==> src/rtl/flit_link_pkg.sv <==
// Shared definitions for the point-to-point flit link: default widths and the flit type.
package flit_link_pkg;

  localparam int unsigned DEF_FLIT_WIDTH = 128;
  localparam int unsigned DEF_CNT_W      = 16;

  typedef logic [DEF_FLIT_WIDTH-1:0] flit_t;

endpackage

==> src/rtl/flit_link_fifo.sv <==
// First-word-fall-through receive FIFO for one link direction.
// A write is taken when not full, or when full and a pop happens in the same cycle.
module flit_link_fifo
  import flit_link_pkg::*;
#(
  parameter int unsigned FLIT_WIDTH = DEF_FLIT_WIDTH,
  parameter int unsigned DEPTH      = 4
) (
  input  logic                         clk,
  input  logic                         rst_n,
  input  logic                         wr_vld,
  input  logic [FLIT_WIDTH-1:0]        wr_data,
  output logic [FLIT_WIDTH-1:0]        rd_data,
  output logic                         rd_vld,
  input  logic                         rd_rdy,
  output logic                         full,
  output logic                         empty,
  output logic [$clog2(DEPTH+1)-1:0]   level
);

  localparam int unsigned PTR_W = $clog2(DEPTH);
  localparam int unsigned LVL_W = $clog2(DEPTH+1);

  logic [FLIT_WIDTH-1:0] mem [DEPTH];
  logic [PTR_W-1:0]      wr_ptr;
  logic [PTR_W-1:0]      rd_ptr;
  logic [LVL_W-1:0]      level_nxt;
  logic                  push;
  logic                  pop;

  assign pop  = rd_vld & rd_rdy;
  assign push = wr_vld & (~full | pop);

  // Occupancy after this cycle's push/pop.
  always_comb begin
    level_nxt = level;
    if (push && !pop) begin
      level_nxt = level + LVL_W'(1);
    end else if (pop && !push) begin
      level_nxt = level - LVL_W'(1);
    end
  end

  // Pointers wrap naturally because DEPTH is a power of two; status flags are registered.
  always_ff @(posedge clk or negedge rst_n) begin
    if (!rst_n) begin
      wr_ptr <= '0;
      rd_ptr <= '0;
      level  <= '0;
      full   <= 1'b0;
      empty  <= 1'b1;
      rd_vld <= 1'b0;
    end else begin
      if (push) begin
        wr_ptr <= wr_ptr + PTR_W'(1);
      end
      if (pop) begin
        rd_ptr <= rd_ptr + PTR_W'(1);
      end
      level  <= level_nxt;
      full   <= (level_nxt == LVL_W'(DEPTH));
      empty  <= (level_nxt == '0);
      rd_vld <= (level_nxt != '0);
    end
  end

  always_ff @(posedge clk) begin
    if (push) begin
      mem[wr_ptr] <= wr_data;
    end
  end

  // Head entry; stable while it is not popped.
  assign rd_data = mem[rd_ptr];

endmodule

==> src/rtl/flit_link.sv <==
// Bidirectional chip-to-chip flit link: per direction a wire-delay pipeline feeding a
// receive FIFO, with overflow drop counting and link-enable gating.
module flit_link
  import flit_link_pkg::*;
#(
  parameter int unsigned FLIT_WIDTH = DEF_FLIT_WIDTH,
  parameter int unsigned DEPTH      = 4,
  parameter int unsigned LINK_DELAY = 1,
  parameter int unsigned CNT_W      = DEF_CNT_W
) (
  input  logic                        clk,
  input  logic                        rst_n,
  input  logic                        link_en,
  input  logic [FLIT_WIDTH-1:0]       a_flit_tx,
  input  logic                        a_flit_tx_vld,
  output logic [FLIT_WIDTH-1:0]       b_flit_rx,
  output logic                        b_flit_rx_vld,
  input  logic                        b_flit_rx_rdy,
  input  logic [FLIT_WIDTH-1:0]       b_flit_tx,
  input  logic                        b_flit_tx_vld,
  output logic [FLIT_WIDTH-1:0]       a_flit_rx,
  output logic                        a_flit_rx_vld,
  input  logic                        a_flit_rx_rdy,
  output logic [CNT_W-1:0]            a2b_drop_cnt,
  output logic [CNT_W-1:0]            b2a_drop_cnt,
  output logic                        a2b_ovf,
  output logic                        b2a_ovf,
  output logic [$clog2(DEPTH+1)-1:0]  a2b_level,
  output logic [$clog2(DEPTH+1)-1:0]  b2a_level
);

  localparam int unsigned LVL_W = $clog2(DEPTH+1);

  // Index 0 is the A->B direction, index 1 is B->A.
  logic [1:0][FLIT_WIDTH-1:0] tx_data;
  logic [1:0]                 tx_vld;
  logic [1:0]                 rx_rdy;

  assign tx_data = {b_flit_tx, a_flit_tx};
  assign tx_vld  = {b_flit_tx_vld, a_flit_tx_vld};
  assign rx_rdy  = {a_flit_rx_rdy, b_flit_rx_rdy};

  for (genvar d = 0; d < 2; d++) begin : g_dir
    localparam int unsigned DLY_BITS = LINK_DELAY * FLIT_WIDTH;

    logic [LINK_DELAY-1:0]                 dly_vld;
    logic [LINK_DELAY-1:0][FLIT_WIDTH-1:0] dly_data;
    logic                                  push;
    logic                                  pop;
    logic                                  drop;
    logic                                  full;
    logic                                  empty;
    logic [FLIT_WIDTH-1:0]                 rx_data;
    logic                                  rx_vld;
    logic [LVL_W-1:0]                      level;
    logic [CNT_W-1:0]                      drop_cnt;
    logic                                  ovf;

    // Wire-delay valid shift; a dropped link flushes everything in flight.
    always_ff @(posedge clk or negedge rst_n) begin
      if (!rst_n) begin
        dly_vld <= '0;
      end else if (!link_en) begin
        dly_vld <= '0;
      end else begin
        dly_vld <= LINK_DELAY'({dly_vld, tx_vld[d]});
      end
    end

    always_ff @(posedge clk) begin
      dly_data <= DLY_BITS'({dly_data, tx_data[d]});
    end

    // Gating on link_en makes the flush cover the stage being written this cycle.
    assign push = dly_vld[LINK_DELAY-1] & link_en;
    assign pop  = ~empty & rx_rdy[d];
    assign drop = push & full & ~pop;

    flit_link_fifo #(
      .FLIT_WIDTH (FLIT_WIDTH),
      .DEPTH      (DEPTH)
    ) u_fifo (
      .clk     (clk),
      .rst_n   (rst_n),
      .wr_vld  (push),
      .wr_data (dly_data[LINK_DELAY-1]),
      .rd_data (rx_data),
      .rd_vld  (rx_vld),
      .rd_rdy  (rx_rdy[d]),
      .full    (full),
      .empty   (empty),
      .level   (level)
    );

    // Saturating drop counter and sticky overflow flag.
    always_ff @(posedge clk or negedge rst_n) begin
      if (!rst_n) begin
        drop_cnt <= '0;
        ovf      <= 1'b0;
      end else if (drop) begin
        ovf <= 1'b1;
        if (drop_cnt != '1) begin
          drop_cnt <= drop_cnt + CNT_W'(1);
        end
      end
    end
  end

  assign b_flit_rx     = g_dir[0].rx_data;
  assign b_flit_rx_vld = g_dir[0].rx_vld;
  assign a2b_level     = g_dir[0].level;
  assign a2b_drop_cnt  = g_dir[0].drop_cnt;
  assign a2b_ovf       = g_dir[0].ovf;

  assign a_flit_rx     = g_dir[1].rx_data;
  assign a_flit_rx_vld = g_dir[1].rx_vld;
  assign b2a_level     = g_dir[1].level;
  assign b2a_drop_cnt  = g_dir[1].drop_cnt;
  assign b2a_ovf       = g_dir[1].ovf;

endmodule

==> config.mk <==
export PLATFORM = sky130hd
export DESIGN_NAME = flit_link
export DESIGN_NICKNAME = d
export VERILOG_FILES = /design/src/rtl/flit_link_pkg.sv /design/src/rtl/flit_link_fifo.sv /design/src/rtl/flit_link.sv
export SDC_FILE = /design/constraint.sdc
export NUM_CORES = 1
export LEC_CHECK = 0
export CELL_PAD_IN_SITES_DETAIL_PLACEMENT = 0
export CELL_PAD_IN_SITES_GLOBAL_PLACEMENT = 2
export CORE_UTILIZATION = 46
export CTS_CLUSTER_SIZE = 20
export DETAILED_ROUTE_END_ITERATION = 10
export GPL_TIMING_DRIVEN = 0
export PLACE_DENSITY_LB_ADDON = 0.08
export SKIP_CTS_REPAIR_TIMING = 1
export SYNTH_ARGS = -nofsm -noshare
export SYNTH_HDL_FRONTEND = slang
export SYNTH_HIERARCHICAL = 1
export SYNTH_SLANG_ARGS = --single-unit
export TNS_END_PERCENT = 50
==> constraint.sdc <==
create_clock -name clk -period 11.1 [get_ports clk]
set_input_delay 2.22 -clock clk [delete_from_list [all_inputs] [get_ports clk]]
set_output_delay 2.22 -clock clk [all_outputs]
set_load 0.02 [all_outputs]
==> results.sh <==
export IMPL_floorplan_core_area_mm2=0.0966
export IMPL_most_frequent_cells_in_the_layout="edfxtp_1, clkdlybuf4s50_1, dfxtp_1, mux4_2, clkbuf_16"
export IMPL_power_mw=14.5
export IMPL_gp_congestion=0.749
export IMPL_worst_r2r_startpoint="g_dir[0].dly_vld"
export IMPL_die_footprint_mm2=0.0987
export IMPL_detailed_place_area_mm2=0.0525
export IMPL_post_route_cells_drive_above_1_share=0.200
export IMPL_buffer_ports_inserted=560
export IMPL_synth_largest_area_cell="edfxtp_1"
export IMPL_non_filler_instance_count_after_layout=3967
export IMPL_synth_nets=2122
export IMPL_dieWidth_um=314
export IMPL_period_share=0.490
export IMPL_whs_ns=0.464
export IMPL_gr_usage_met1=0.232
export IMPL_cts_sinks=1336
export IMPL_grt_start_max_net_pins=51
export IMPL_synth_top_area_share=0.686
export IMPL_ir_drop_uv=195
export IMPL_grtUsageTotal=0.194
export IMPL_register_to_register_setup_slack_ns=7.91
export IMPL_use_met3=0.0750
export IMPL_fp_row_count=114
export IMPL_avgRoutedWirePerCell_um=23.7
export IMPL_timing_critical_path_slowest_stage_cell="clkdlybuf4s50_1"
export IMPL_fin_util=0.592
export IMPL_clk_pin_slew_worst_setup_hold_paths_ns=0.06
export IMPL_avgSynthCellArea_um2=24.3
export IMPL_critPathLaunchType="register"
export IMPL_final_setup_tns_ns=0
export IMPL_drv_cap=0
export IMPL_finish_net_count=2840
export IMPL_postLayoutCellArea_mm2=0.0572
export IMPL_grt_pass1_wl_um=138000
export IMPL_highest_cell_delay_on_the_worst_timing_path_ns=0.72
export IMPL_path_delay_family="buffers and inverters"
export IMPL_rr_endpoint="g_dir[0].u_fifo/mem[2][16]"
export IMPL_max_freq_mhz=184
export IMPL_post_route_drc_count=0
export IMPL_synth_cell_types=46
export IMPL_final_hold_viols=0
export IMPL_synth_cell_area_mm2=0.0448
export IMPL_gate_count_after_technology_mapping=1845
export IMPL_globalRouteOverflowTotal=0
export IMPL_number_of_global_route_vias_before_repair=21664
export IMPL_path_cells="buf_2 > buf_1 > mux4_2 > clkdlybuf4s50_1"
export IMPL_layout_filler_cells=6990
export IMPL_synth_enable_flop_cells=1024
export IMPL_worst_slack_ns=5.66
export IMPL_timing_slew_headroom=0.470
export IMPL_layout_commonest_cell="edfxtp_1"
export IMPL_postSynth_topFlopCell="edfxtp_1"
export IMPL_synthesis_yosys_warnings=6
export IMPL_power_density_mw_per_mm2=253
export IMPL_number_of_antenna_violations_at_the_first_check_in_global_routing=24
export IMPL_timing_critical_path_required_ns=8.88
export IMPL_detail_route_vias_per_cell=5.10
export IMPL_synth_yosys_seq_area_share=0.832
export IMPL_tightestPinTransition_ns=0.794
export IMPL_setup_violations=0
export IMPL_globalRoute_busiestLayer="met2"
export IMPL_die_h_um=314
export IMPL_power_leakage_nw=19.3
export IMPL_worst_r2r_cell_count=7
export IMPL_post_place_cells=3698
export IMPL_timing_critical_path_arrival_ns=3.22
export IMPL_drt_first_pass_iters=4
export IMPL_dpl_worst_slack_ns=5.42
export IMPL_cts_root_buffer_cell="clkbuf_16"
export IMPL_clock_latency_ns=0.73
export IMPL_initial_core_util=0.464
export IMPL_tritoncts_clock_tree="done"
export IMPL_grt_util_met2=0.319
export IMPL_cts_buffers_inserted=139
export IMPL_vias=20238
export IMPL_cp_max_fo=10
export IMPL_design_portCount=561
export IMPL_ys_ff_latch=1336
export IMPL_min_delay_path_class="reg2reg"
export IMPL_synth_top_cells_by_area="edfxtp_1, mux4_2, dfxtp_1, dfrtp_1, xor2_1"
export IMPL_place_detailed_hpwl_um=61000
export IMPL_drt_total_wl_um=94100
export IMPL_worstHoldPathCells=0
export IMPL_drt_iter0_drc=1232
export IMPL_area_growth_synth_to_final_pct=27.6
export IMPL_async_flop_share=0.0419
export IMPL_htree_num_levels=4
export IMPL_finalMaxSlewViolations=0
export IMPL_postRouteAntennaNets=0
export IMPL_setup_worst_path_end_class="primary output"
export IMPL_critical_path_n_buffers_inverters=3
export IMPL_cp_endpoint="b_flit_rx[110]"
export IMPL_worst_path_stages=4
export IMPL_finalClockSkew_ns=0.0187
export IMPL_final_period_minus_worst_setup_slack_ns=5.44
export IMPL_grt_setup_unrepaired="false"
export IMPL_result_of_the_run="finished, final reports clean"
export IMPL_cts_buffer_depth=3
export IMPL_critPathKind="reg2out"
export IMPL_beginning_of_the_critical_path="g_dir[0].u_fifo/rd_ptr[1]"
[final cells by class]
cell class | instances | area (um^2) | area share
Sequential cell | 1336 | 37300 | 0.652
Clock buffer | 205 | 4100 | 0.0716
Inverter | 12 | 45.0 | 0.000788
Tap cell | 1276 | 1600 | 0.0279
Antenna cell | 11 | 27.5 | 0.000481
Timing Repair Buffer | 577 | 6060 | 0.106
Buffer | 60 | 397 | 0.00694
Clock inverter | 53 | 551 | 0.00963
Multi-Input combinational cell | 437 | 7130 | 0.125
[metal layers]
| layer | vias to the layer above | part of all wire |
|---|---|---|
| met3 | 163 | 0.091 |
| met1 | 10430 | 0.38 |
| li1 | 9050 | - |
| met5 | - | 0.0023 |
| met4 | 34 | 0.023 |
| met2 | 561 | 0.51 |
[logic make-up after synthesis]
family	Yosys count	synth area share
AOI/OAI and AO/OA	15	0.00201
xor gates and xnor gates	36	0.00703
adders and majority gates	14	0.00391
and+or+nand+nor	109	0.0154
DFF	1336	0.832
muxes	263	0.130
buffers and inverters	72	0.00985
[flip-flops by register name, indices dropped and copies added, names as in the netlist]
| name | count |
|---|---|
| a2b_drop_cnt | 16 |
| a2b_ovf | 1 |
| b2a_drop_cnt | 16 |
| b2a_ovf | 1 |
| g_dir.dly_data | 256 |
| g_dir.dly_vld | 2 |
| g_dir.u_fifo/empty | 2 |
| g_dir.u_fifo/full | 2 |
| g_dir.u_fifo/level | 6 |
| g_dir.u_fifo/mem | 1024 |
| g_dir.u_fifo/rd_ptr | 4 |
| g_dir.u_fifo/rd_vld | 2 |
| g_dir.u_fifo/wr_ptr | 4 |
[cells in the mapped netlist (10+ instances only)]
master	number
nor3_1	14
dfxtp_1	256
buf_1	17
mux4_2	256
inv_1	12
nand4_1	13
xor2_1	26
nand2_1	10
clkbuf_1	10
ha_1	14
and2_1	13
dfrtp_1	54
xnor2_1	10
buf_6	20
edfxtp_1	1024
buf_2	11
[power breakdown]
| part | internal [mW] | total [mW] | switching [mW] |
|---|---|---|---|
| logic | 1.96 | 4.06 | 2.10 |
| clock network | 2.79 | 4.61 | 1.82 |
| registers | 5.70 | 5.82 | 0.124 |
[worst register-to-register path: cells and delay by family (launching register included)]
kind / cells / cell delay [ns]
AOI/OAI and AO/OA: 1 / 0.50
and+or+nand+nor: 2 / 0.90
buffers and inverters: 4 / 1.08
DFF: 1 / 0.31
[worst min path at each step]
stage	startpoint	endpoint	slack, ns
2_1_floorplan	g_dir[0].dly_data[0]	g_dir[0].u_fifo/mem[0][0]	0.44
3_3_place_gp	g_dir[1].dly_data[79]	g_dir[1].u_fifo/mem[2][79]	0.45
3_5_place_dp	a2b_ovf	a2b_ovf	0.46
4_1_cts	g_dir[1].dly_data[86]	g_dir[1].u_fifo/mem[2][86]	0.47
5_1_grt	g_dir[1].dly_data[86]	g_dir[1].u_fifo/mem[3][86]	0.48
6_report	g_dir[1].dly_data[86]	g_dir[1].u_fifo/mem[0][86]	0.46
Note: power is estimated with default switching activity, not from simulation.
